$ cat src/rtl/ble_tx_framer.sv
// BLE link-layer transmit framer: serialises preamble, access address, PDU and
// the downstream CRC onto a single air bit, paced by an external symbol strobe.
module ble_tx_framer (
    input  logic        clk,
    input  logic        rst_n,
    input  logic        start,
    input  logic [31:0] aa,
    input  logic [7:0]  pdu_len,
    input  logic [7:0]  data_in,
    input  logic        data_valid,
    output logic        data_ready,
    input  logic        bit_en,
    output logic        bit_out,
    output logic        bit_valid,
    output logic        crc_init,
    output logic        crc_en,
    output logic        crc_din,
    input  logic        crc_msb,
    output logic        busy,
    output logic        done,
    output logic        underrun
);

    localparam int unsigned AA_W  = 32;
    localparam int unsigned LEN_W = 8;
    localparam int unsigned CNT_W = 5;

    localparam logic [CNT_W-1:0] PRE_LAST  = CNT_W'(7);
    localparam logic [CNT_W-1:0] AA_LAST   = CNT_W'(31);
    localparam logic [CNT_W-1:0] BYTE_LAST = CNT_W'(7);
    localparam logic [CNT_W-1:0] CRC_LAST  = CNT_W'(23);

    typedef enum logic [2:0] {
        S_IDLE,
        S_PRE,
        S_AA,
        S_PDU,
        S_CRC
    } state_e;

    state_e             state_q;
    logic [AA_W-1:0]    sh_q;
    logic [AA_W-1:0]    aa_q;
    logic [7:0]         buf_q;
    logic               buf_full_q;
    logic [LEN_W-1:0]   len_q;
    logic [LEN_W-1:0]   fetched_q;
    logic [LEN_W-1:0]   byte_q;
    logic [CNT_W-1:0]   cnt_q;
    logic               busy_q;
    logic               done_q;
    logic               underrun_q;

    logic accept;
    logic fetch;
    logic last_byte;
    logic need_load;
    logic starve;

    assign accept    = (state_q == S_IDLE) && start && (pdu_len != '0);
    assign fetch     = data_ready && data_valid;
    assign last_byte = (byte_q == len_q - LEN_W'(1));
    // A byte boundary that must pull the prefetch buffer into the shifter
    assign need_load = bit_en &&
                       (((state_q == S_AA)  && (cnt_q == AA_LAST)) ||
                        ((state_q == S_PDU) && (cnt_q == BYTE_LAST) && !last_byte));
    assign starve    = need_load && !buf_full_q;

    assign crc_init   = rst_n && accept;
    assign data_ready = !buf_full_q && (state_q inside {S_PRE, S_AA, S_PDU}) &&
                        (fetched_q < len_q);
    assign crc_en     = bit_en && ((state_q == S_PDU) || (state_q == S_CRC)) && !starve;

    always_comb begin
        crc_din = 1'b0;
        case (state_q)
            S_PDU:   crc_din = sh_q[0];
            S_CRC:   crc_din = crc_msb;
            default: crc_din = 1'b0;
        endcase
    end

    // CRC bits come straight from the downstream register so they track its shifts
    assign bit_out   = (state_q == S_CRC) ? crc_msb : sh_q[0];
    assign bit_valid = busy_q;
    assign busy      = busy_q;
    assign done      = done_q;
    assign underrun  = underrun_q;

    always_ff @(posedge clk or negedge rst_n) begin
        if (!rst_n) begin
            state_q    <= S_IDLE;
            sh_q       <= '0;
            aa_q       <= '0;
            buf_q      <= '0;
            buf_full_q <= 1'b0;
            len_q      <= '0;
            fetched_q  <= '0;
            byte_q     <= '0;
            cnt_q      <= '0;
            busy_q     <= 1'b0;
            done_q     <= 1'b0;
            underrun_q <= 1'b0;
        end else begin
            done_q     <= 1'b0;
            underrun_q <= 1'b0;

            if (fetch) begin
                buf_q      <= data_in;
                buf_full_q <= 1'b1;
                fetched_q  <= fetched_q + LEN_W'(1);
            end

            case (state_q)
                S_IDLE: begin
                    if (accept) begin
                        aa_q       <= aa;
                        len_q      <= pdu_len;
                        sh_q       <= {24'b0, (aa[0] ? 8'h55 : 8'hAA)};
                        cnt_q      <= '0;
                        fetched_q  <= '0;
                        byte_q     <= '0;
                        buf_full_q <= 1'b0;
                        busy_q     <= 1'b1;
                        state_q    <= S_PRE;
                    end
                end

                S_PRE: begin
                    if (bit_en) begin
                        if (cnt_q == PRE_LAST) begin
                            sh_q    <= aa_q;
                            cnt_q   <= '0;
                            state_q <= S_AA;
                        end else begin
                            sh_q  <= sh_q >> 1;
                            cnt_q <= cnt_q + CNT_W'(1);
                        end
                    end
                end

                S_AA, S_PDU: begin
                    if (bit_en) begin
                        if (starve) begin
                            underrun_q <= 1'b1;
                            busy_q     <= 1'b0;
                            sh_q       <= '0;
                            cnt_q      <= '0;
                            buf_full_q <= 1'b0;
                            state_q    <= S_IDLE;
                        end else if (need_load) begin
                            sh_q       <= {24'b0, buf_q};
                            buf_full_q <= 1'b0;
                            cnt_q      <= '0;
                            byte_q     <= (state_q == S_AA) ? '0 : byte_q + LEN_W'(1);
                            state_q    <= S_PDU;
                        end else if ((state_q == S_PDU) && (cnt_q == BYTE_LAST)) begin
                            sh_q    <= '0;
                            cnt_q   <= '0;
                            state_q <= S_CRC;
                        end else begin
                            sh_q  <= sh_q >> 1;
                            cnt_q <= cnt_q + CNT_W'(1);
                        end
                    end
                end

                S_CRC: begin
                    if (bit_en) begin
                        if (cnt_q == CRC_LAST) begin
                            done_q  <= 1'b1;
                            busy_q  <= 1'b0;
                            cnt_q   <= '0;
                            state_q <= S_IDLE;
                        end else begin
                            cnt_q <= cnt_q + CNT_W'(1);
                        end
                    end
                end

                default: begin
                    busy_q  <= 1'b0;
                    state_q <= S_IDLE;
                end
            endcase
        end
    end

endmodule

$ cat config.mk
export PLATFORM = sky130hd
export DESIGN_NAME = ble_tx_framer
export DESIGN_NICKNAME = d
export VERILOG_FILES = /design/src/rtl/ble_tx_framer.sv
export SDC_FILE = /design/constraint.sdc
export NUM_CORES = 1
export LEC_CHECK = 0
export BUFFER_PORTS_ARGS = -buffer_cell sky130_fd_sc_hd__buf_2
export CORE_UTILIZATION = 35
export CTS_CLUSTER_DIAMETER = 60
export CTS_CLUSTER_SIZE = 8
export DETAILED_ROUTE_END_ITERATION = 12
export PLACE_DENSITY = 0.6
export REMOVE_ABC_BUFFERS = 1
export SYNTH_ARGS = -nofsm -noshare
export SYNTH_HDL_FRONTEND = slang
export SYNTH_SLANG_ARGS = --single-unit
$ cat constraint.sdc
create_clock -name clk -period 3.3 [get_ports clk]
set_clock_uncertainty 0.1 [all_clocks]
set_input_delay 0.33 -clock clk [delete_from_list [all_inputs] [get_ports clk]]
set_output_delay 0.33 -clock clk [all_outputs]
set_load 0.005 [all_outputs]
==> results.json, run 1 <==
{
  "switching_share": 0.370,
  "synth_flop_cell": "dfrtp_1",
  "coreArea_um2": 14800,
  "n_antenna_cell": 0,
  "crit_chain": "inv_1 -> ha_1 -> nor2b_1 -> a21oi_1 -> or4b_4 -> nor3_1 -> o311a_1 -> buf_2",
  "drc": 0,
  "insertion_delay_ps": 350,
  "cts-root-buf": "clkbuf_16",
  "synth_top_area_frac": 0.503,
  "port_buffers": 62,
  "synth.ff_latch_count": 108,
  "arrival_ps": 2650,
  "worstHoldPathType": "input pin to asynchronous set/reset pin",
  "fmax_ghz": 0.325,
  "stdcell_area_um2": 6180,
  "regArea_um2": 2700,
  "synth_edf_count": 0,
  "start_kind": "flip-flop",
  "required_ps": 2870,
  "wirelength_um": 12400,
  "grt_max_degree": 61,
  "syn_to_final_growth_pct": 15.1,
  "max_stage_delay_ps": 520,
  "cp-end-kind": "output port",
  "dr.pass1.iters": 4,
  "seq_power_share": 0.418,
  "grt_pass1_wl_um": 20800,
  "syn_area_per_cell_um2": 10.4,
  "grtUsageTotal": 0.164,
  "dpl-instance-area_um2": 5900,
  "clk_path_buf_depth": 2,
  "fillers": 1449,
  "status": "finished clean",
  "rows": 44,
  "post-route-period-util": 0.933,
  "hpwlAfterDp_um": 8560,
  "multi_input_area_um2": 2510,
  "mostFrequentLayoutCells": "dfrtp_1, buf_2, nand2_1",
  "die_area_um2": 15800,
  "synth_warnings": 0,
  "relSlewSlack": 0.483,
  "pwr-share-comb": 0.373,
  "die_y_um": 126,
  "cts_setup_buffers": 0,
  "antenna_found_initial": 2,
  "grt_overflow_total": 0,
  "cts_buffers": 9,
  "rsz0062_at_grt": "no",
  "fin_tns_setup_ps": 0,
  "drive_gt1_frac": 0.240,
  "gp_congestion": 0.863,
  "cts_num_sinks": 108,
  "power_switching_mw": 1.87,
  "viasPerCell": 5.59,
  "drt_iter0_drc": 348,
  "tightest_slew_ps": 775,
  "synthDistinctLibCells": 56,
  "hold_buffers": 0,
  "worstPathMaxFanout": 4,
  "fp.dieW_um": 126,
  "cts_max_level": 3,
  "reg2reg_depth": 9,
  "final-hold-violation-count": 0,
  "maxCapViolations": 0,
  "final_common_cell": "dfrtp_1",
  "final_max_slew_viol_count": 0,
  "ant_nets": 0,
  "internal_power_mw": 3.18,
  "power.density_nw_per_um2": 817,
  "synth_top_area_cell": "dfrtp_1",
  "vdd_ir_drop_max_uv": 373,
  "avgRoutedWirePerCell_um": 16.3,
  "start_util": 0.364,
  "synthesis.instances": 517,
  "tritoncts": "built",
  "synth_area_leaders": "dfrtp_1, mux2_2, nand2_1",
  "criticalPathCategory": "flip-flop to output port",
  "grt_pass1_vias": 4042,
  "post_cts_resized": 0,
  "leakage_nw": 2.69,
  "seq_area_frac_synth": 0.503,
  "crit_slowest_cell": "or4b_4",
  "vias": 4243,
  "setup-violations-final": 0,
  "async_flop_share": 1.00,
  "syn_area_um2": 5370,
  "num-nets-final": 639,
  "fin_crit_ps": 3080,
  "clkPwrFrac": 0.209,
  "clk_pin_slew_worst_paths_ps": 70,
  "io_pins": 63
}
==> sequential cells by signal, summed over array words and instances, names as in the netlist <==
| name | flops |
|---|---|
| buf_q | 8 |
| fetched_q | 8 |
| cnt_q | 5 |
| buf_full_q | 1 |
| len_q | 8 |
| byte_q | 8 |
| bit_valid | 1 |
| done | 1 |
| sh_q | 32 |
| aa_q | 32 |
| underrun | 1 |
| state_q | 3 |
==> kinds of logic after synthesis <==
family	synth area share
adder cells (fa/ha/maj)	0.0298
buffers and inverters	0.0312
multiplexers	0.0925
flip-flops	0.503
XOR/XNOR	0.0196
AND/OR/NAND/NOR	0.135
AO/OA/AOI/OAI	0.188
==> worst max-delay path: cells and delay by family, from the launching register on <==
family          cells  cell delay, ps
buf+inv             2             210
compound gates      2             330
fa+ha+maj           1             190
simple gates        3            1150
flops               1             420
==> final cells by class <==
type	count	area share
clock buffers	9	0.0364
clock inverters	4	0.00871
inverters	13	0.00790
multi-input cells	368	0.406
flip-flops and latches	108	0.437
well taps	184	0.0373
repair buffers	73	0.0660
==> through the flow <==
stage / hold slack (ps) / power, mW / setup slack (ps) / instances / util
floorplan: -65.6 / 3.41 / -851 / 489 / -
global placement: 386 / 3.95 / 634 / 746 / 0.400
detailed placement: 394 / 4.00 / 603 / 746 / 0.400
CTS: 69.2 / 5.07 / 216 / 759 / 0.419
global route: 99.2 / 5.39 / 11.3 / 759 / 0.419
finish: 29.6 / 5.05 / 220 / 759 / 0.419
==> final timing paths <==
kind	slack, ps	endpoint	start
max	220	crc_en	len_q[0]$_DFFE_PN0P_
min	30	state_q[2]$_DFFE_PN0P_	rst_n
max reg2reg	620	byte_q[4]$_DFFE_PN0P_	cnt_q[0]$_DFFE_PN0P_
min reg2reg	410	buf_q[3]$_DFFE_PN0N_	buf_q[3]$_DFFE_PN0N_
max in group asynchronous	2490	sh_q[30]$_DFFE_PN0P_	rst_n
min in group clk	110	aa_q[17]$_DFFE_PN0P_	aa[17]
==> cells in the mapped netlist (4+ instances only) <==
library cell / count
and3_1: 7
or3_1: 5
and2_1: 5
mux2_2: 41
a22oi_1: 23
nor3_1: 6
ha_1: 12
a22o_1: 4
dfrtp_1: 108
o22ai_1: 25
clkbuf_1: 22
inv_1: 13
nand2b_1: 5
o21ai_0: 36
nor2b_1: 6
nand3_1: 9
xnor2_1: 7
a221oi_1: 8
a21o_1: 4
xor2_1: 5
nor2_1: 29
nand2_1: 55
o31ai_1: 8
a21oi_1: 24
==> power groups by stage <==
stage	combinational [mW]	sequential (mW)	clock, mW
3_3_place_gp	1.83	2.12	0
6_report	1.88	2.11	1.06
3_5_place_dp	1.87	2.13	0
5_1_grt	2.09	2.17	1.12
2_1_floorplan	1.38	2.03	0
4_1_cts	1.89	2.10	1.08
==> metal layers <==
metal,GRT usage,vias up,share of wire,wire length (um)
met1,0.230,2067,0.48,5960
met2,0.250,138,0.45,5590
met4,0.0461,2,0.011,141
met5,0,-,0.0010,13
li1,-,2021,-,-
met3,0.0455,15,0.057,704
Note: power is estimated with default switching activity, not from simulation.
==> inputs of run 2 (changes only) <==
--- a/config.mk
+++ b/config.mk
@@ -5,6 +5,7 @@
 export SDC_FILE = /design/constraint.sdc
 export NUM_CORES = 1
 export LEC_CHECK = 0
+export ABC_AREA = 1
 export BUFFER_PORTS_ARGS = -buffer_cell sky130_fd_sc_hd__buf_2
 export CORE_UTILIZATION = 35
 export CTS_CLUSTER_DIAMETER = 60
==> run 2 against run 1 <==
Against the previous run: maximum frequency is 9.4% higher; cell count is 44% higher; synthesized cell count is 58% higher; critical path type unchanged; setup slack better by 260 ps; non-clock buffer count is 1 lower; largest cell class is now multi-input combinational cells; sequential power is 2% lower; sequential share of layout area is 4.9 points lower; via count is 23% higher.
==> results.json, run 2 <==
{
  "status": "finished clean",
  "cts_num_sinks": 108,
  "avgRoutedWirePerCell_um": 13.2,
  "biggestRegsByFlops": "aa_q x32, sh_q x32",
  "synth_top_area_frac": 0.440,
  "insertion_delay_ps": 360,
  "hold_buffers": 1,
  "coreArea_um2": 17200,
  "drive_gt1_frac": 0.160,
  "synthDistinctLibCells": 38,
  "rsz0062_at_grt": "no",
  "post-route-period-util": 0.853,
  "final-hold-violation-count": 0,
  "ys_top_cells_by_count": "nand2_1, dfrtp_1, inv_1",
  "synthesis.instances": 815,
  "synth_flop_cell": "dfrtp_1",
  "start_util": 0.356,
  "mostFrequentLayoutCells": "nand2_1, dfrtp_1, inv_1",
  "regArea_um2": 2700,
  "maxCapViolations": 0,
  "cp-end-kind": "output port",
  "stdcell_area_um2": 6960,
  "dr.pass1.iters": 5,
  "num-nets-final": 931,
  "final_max_slew_viol_count": 0,
  "final_common_cell": "nand2_1",
  "vdd_ir_drop_max_uv": 300,
  "gp_congestion": 0.827,
  "synth_warnings": 0,
  "io_pins": 63,
  "cts_buffers": 9,
  "tightest_slew_ps": 796,
  "fp.dieW_um": 135,
  "cts_setup_buffers": 0,
  "wirelength_um": 14500,
  "ant_nets": 0,
  "required_ps": 2870,
  "vias": 5210,
  "rows": 48,
  "drc": 0,
  "clk_path_buf_depth": 2,
  "clk_pin_slew_worst_paths_ps": 80,
  "worstPathMaxFanout": 11,
  "drt_iter0_drc": 376,
  "criticalPathCategory": "flip-flop to output port",
  "cts_max_level": 3,
  "leakage_nw": 3.55,
  "grt_pass1_wl_um": 24600,
  "antenna_found_initial": 0,
  "die_y_um": 135,
  "fillers": 1838,
  "yosysMostFrequentCell": "nand2_1",
  "relSlewSlack": 0.468,
  "multi_input_area_um2": 2930,
  "viasPerCell": 4.76,
  "syn_to_final_growth_pct": 13.2,
  "tritoncts": "built",
  "power.density_nw_per_um2": 772,
  "utilization": 0.404,
  "fmax_ghz": 0.355,
  "n_antenna_cell": 0,
  "grt_pass1_vias": 4938,
  "grtUsageTotal": 0.172,
  "fin_tns_setup_ps": 0,
  "synth_area_leaders": "dfrtp_1, nand2_1, inv_1",
  "arrival_ps": 2390,
  "port_buffers": 62,
  "start_kind": "flip-flop",
  "dpl-instance-area_um2": 6650,
  "syn_area_um2": 6140,
  "cts-root-buf": "clkbuf_16",
  "synth_top_area_cell": "dfrtp_1",
  "hpwlAfterDp_um": 10000,
  "async_flop_share": 1.00,
  "synth_edf_count": 0,
  "post_cts_resized": 0,
  "die_area_um2": 18100,
  "fin_crit_ps": 2820,
  "setup-violations-final": 0,
  "seq_area_frac_synth": 0.440,
  "worstHoldPathType": "input pin to flip-flop",
  "grt_max_degree": 70,
  "grt_overflow_total": 0,
  "syn_area_per_cell_um2": 7.54,
  "synth.ff_latch_count": 108
}
-- run 2: cell type report --
type / count / area share
multi-input cells: 581 / 0.422
flip-flops and latches: 108 / 0.389
repair buffers: 72 / 0.0561
inverters: 93 / 0.0502
well taps: 225 / 0.0405
clock buffers: 9 / 0.0324
clock inverters: 7 / 0.0106
-- run 2: worst max-delay path: stages, from the launching register on --
cell	delay [ps]
dfrtp_1	410
inv_1	120
ha_1	230
nand2_1	120
o21ai_0	170
nand2_1	70
nand2_1	70
nor2_1	40
nand2_1	60
nand2_1	60
nand2_2	190
nand3_4	120
o211ai_1	170
inv_1	70
buf_2	130
-- run 2: path summary, 6_finish.rpt --
| path | slack (ps) | end | cells past startpoint | from |
|---|---|---|---|---|
| worst min-delay path | 60 | aa_q[14]$_DFFE_PN0P_ | 3 | aa[14] |
| worst max-delay path | 480 | crc_en | 14 | len_q[1]$_DFFE_PN0P_ |
| worst max register to register | 610 | byte_q[6]$_DFFE_PN0P_ | 15 | len_q[1]$_DFFE_PN0P_ |
| min in group asynchronous | 430 | aa_q[19]$_DFFE_PN0P_ | 2 | rst_n |
| worst min register to register | 370 | aa_q[23]$_DFFE_PN0P_ | 2 | aa_q[23]$_DFFE_PN0P_ |
| max in group asynchronous | 1760 | sh_q[20]$_DFFE_PN0P_ | 3 | rst_n |
-- run 2: cell families (layout without fill, tap and decap cells) --
logic type	Yosys count	after routing	share of synthesized area
flops	108	108	0.440
fa+ha+maj	12	12	0.0244
compound gates	84	84	0.0798
simple gates	458	458	0.328
mux	15	15	0.0275
xor+xnor	12	12	0.0171
buf+inv	126	181	0.0829
-- run 2: metrics by stage --
stage                     hold WS (ps)  total power, mW  cells  setup WS [ps]
final                             61.3             5.37   1095            484
after detailed placement           297             4.29   1078            642
after floorplan                  -65.6             3.59    782            278
after global routing              57.8             5.84   1095            174
after CTS                         51.2             5.43   1095            463
after global placement             300             4.26   1078            709
-- run 2: metal layers --
layer,track usage,vias up,wire (um),share of wire
li1,-,2695,-,-
met1,0.243,2406,7300,0.50
met2,0.268,94,6480,0.45
met3,0.0278,15,490,0.034
met4,0.0581,0,217,0.015
met5,0,-,0,0
-- run 2: power breakdown --
part | internal, mW | switching [mW]
Sequential | 1.75 | 0.313
Combinational | 0.745 | 1.43
Clock | 0.596 | 0.536
Total | 3.09 | 2.28
==> inputs of run 3 (changes only) <==
--- a/config.mk
+++ b/config.mk
@@ -11,7 +11,7 @@
 export CTS_CLUSTER_DIAMETER = 60
 export CTS_CLUSTER_SIZE = 8
 export DETAILED_ROUTE_END_ITERATION = 12
-export PLACE_DENSITY = 0.6
+export PLACE_DENSITY = 0.62
 export REMOVE_ABC_BUFFERS = 1
 export SYNTH_ARGS = -nofsm -noshare
 export SYNTH_HDL_FRONTEND = slang
==> constraint.sdc (replaced) <==
create_clock -name clk -period 2.56 [get_ports clk]
set_clock_uncertainty 0.1 [all_clocks]
set_input_delay 0.256 -clock clk [delete_from_list [all_inputs] [get_ports clk]]
set_output_delay 0.256 -clock clk [all_outputs]
set_load 0.01 [all_outputs]
==> run 3 against run 2 <==
Against the previous run: sequential power grew 28%; clock-buffer cell count up 1; utilization is 2.6 points higher; clock power grew 30%; largest power group unchanged.
==> results.json, run 3 (synthesized netlist as in run 2, its figures left out) <==
{
  "clk_path_buf_depth": 2,
  "seq_power_share": 0.365,
  "status": "finished clean",
  "die_area_um2": 18100,
  "wirelength_um": 14700,
  "final-hold-violation-count": 0,
  "power_mw": 7.23,
  "vias": 5316,
  "drt_iter0_drc": 319,
  "tightest_slew_ps": 625,
  "ant_nets": 0,
  "start_kind": "flip-flop",
  "power_switching_mw": 3.03,
  "cp-end-kind": "output port",
  "cts_buffers": 9,
  "mostFrequentLayoutCells": "nand2_1, dfrtp_1, inv_1",
  "switching_share": 0.419,
  "crit_slowest_cell": "dfrtp_1",
  "stdcell_area_um2": 7410,
  "viasPerCell": 4.69,
  "dr.pass1.iters": 5,
  "post-route-period-util": 0.980,
  "fillers": 1737,
  "rows": 48,
  "grt_pass1_wl_um": 25300,
  "setup-violations-final": 0,
  "hpwlAfterDp_um": 9880,
  "grt_pass1_vias": 5069,
  "n_antenna_cell": 0,
  "crit_chain": "buf_6 -> nor2_4 -> buf_4 -> nand3_1 -> nand3_1 -> nand3_1 -> nor2_1 -> nand2_1 -> nand2_1 -> nand2_2 -> nand3_4 -> o211ai_1 -> inv_1 -> buf_6",
  "dpl-instance-area_um2": 6750,
  "syn_to_final_growth_pct": 20.6,
  "grt_overflow_total": 0,
  "arrival_ps": 2150,
  "fin_crit_ps": 2510,
  "max_stage_delay_ps": 410,
  "fin_tns_setup_ps": 0,
  "clk_pin_slew_worst_paths_ps": 70,
  "tritoncts": "built",
  "relSlewSlack": 0.583,
  "cts_num_sinks": 108,
  "grtUsageTotal": 0.177,
  "criticalPathCategory": "flip-flop to output port",
  "regArea_um2": 2710,
  "pwr-share-comb": 0.431,
  "instances_no_fill": 1133,
  "power.density_nw_per_um2": 976,
  "fmax_ghz": 0.399,
  "dp_cells": 1085,
  "rsz0062_at_grt": "yes",
  "required_ps": 2200,
  "insertion_delay_ps": 360,
  "leakage_nw": 3.74,
  "gp_congestion": 0.879,
  "worstHoldPathType": "input pin to flip-flop",
  "biggestRegsByFlops": "aa_q x32, sh_q x32",
  "io_pins": 63,
  "coreArea_um2": 17200,
  "num-nets-final": 969,
  "cts_max_level": 3,
  "grt_max_degree": 109,
  "maxCapViolations": 0,
  "die_y_um": 135,
  "avgRoutedWirePerCell_um": 13.0,
  "fp.dieW_um": 135,
  "final_max_slew_viol_count": 0,
  "vdd_ir_drop_max_uv": 441,
  "cp_common_cell": "nand3_1",
  "holdWs_ps": 7.82,
  "cts-root-buf": "clkbuf_16",
  "drive_gt1_frac": 0.182,
  "multi_input_area_um2": 2970,
  "antenna_found_initial": 0,
  "start_util": 0.356,
  "worstPathMaxFanout": 3,
  "internal_power_mw": 4.20,
  "final_common_cell": "nand2_1",
  "drc": 0,
  "port_buffers": 62,
  "clkPwrFrac": 0.204
}
## run 3: per-stage QoR
step | util | setup slack, ps
CTS | 0.424 | 24.2
global route | 0.430 | -168
global placement | 0.392 | 343
finish | 0.430 | 52.1
detailed placement | 0.392 | 289
floorplan | - | -462
## run 3: area by class of cell
| type | count | share of cell area |
|---|---|---|
| Timing Repair Buffer | 110 | 0.107 |
| Clock buffer | 10 | 0.0323 |
| Sequential cell | 108 | 0.365 |
| Clock inverter | 6 | 0.00946 |
| Tap cell | 225 | 0.0380 |
| Multi-Input combinational cell | 581 | 0.401 |
| Inverter | 93 | 0.0471 |
## run 3: final timing paths
path | start | end | slack [ps] | cells past startpoint
worst max-delay path | len_q[1]$_DFFE_PN0P_ | crc_en | 50 | 14
worst min-delay path | aa[14] | aa_q[14]$_DFFE_PN0P_ | 8 | 3
worst max register to register | len_q[1]$_DFFE_PN0P_ | sh_q[15]$_DFFE_PN0P_ | 270 | 17
worst min register to register | aa_q[14]$_DFFE_PN0P_ | aa_q[14]$_DFFE_PN0P_ | 370 | 2
max in group asynchronous | rst_n | len_q[2]$_DFFE_PN0P_ | 1440 | 3
min in group asynchronous | rst_n | aa_q[21]$_DFFE_PN0P_ | 410 | 3
## run 3: repair_timing
| action | 4_1_cts | 5_1_grt |
|---|---|---|
| pin swaps | 0 | 8 |
| setup endpoints to repair | 1 | 1 |
| setup buffers | 2 | 6 |
| endpoints found under the hold margin | 131 | 0 |
| cloned | 0 | 0 |
| gates resized for setup | 1 | 16 |
| hold buffers | 24 | 0 |
## run 3: layer usage
layer / share of wire / track usage
met1: 0.49 / 0.249
met2: 0.46 / 0.275
met3: 0.035 / 0.0353
met4: 0.015 / 0.0543
met5: 0 / 0
## run 3: worst max-delay path, delay by kind of cell, from the launching register on
| family | cells | cell delay (ps) |
|---|---|---|
| flops | 1 | 410 |
| simple gates | 9 | 770 |
| compound gates | 1 | 130 |
| buf+inv | 4 | 480 |
## run 3: power by group through the flow
stage                     registers, mW  clock network, mW  logic, mW
after floorplan                    2.57                  0       2.08
after global placement             2.66                  0       2.91
after detailed placement           2.67                  0       2.94
after CTS                          2.63               1.51       3.02
after global routing               2.71               1.58       3.55
final                              2.64               1.47       3.11
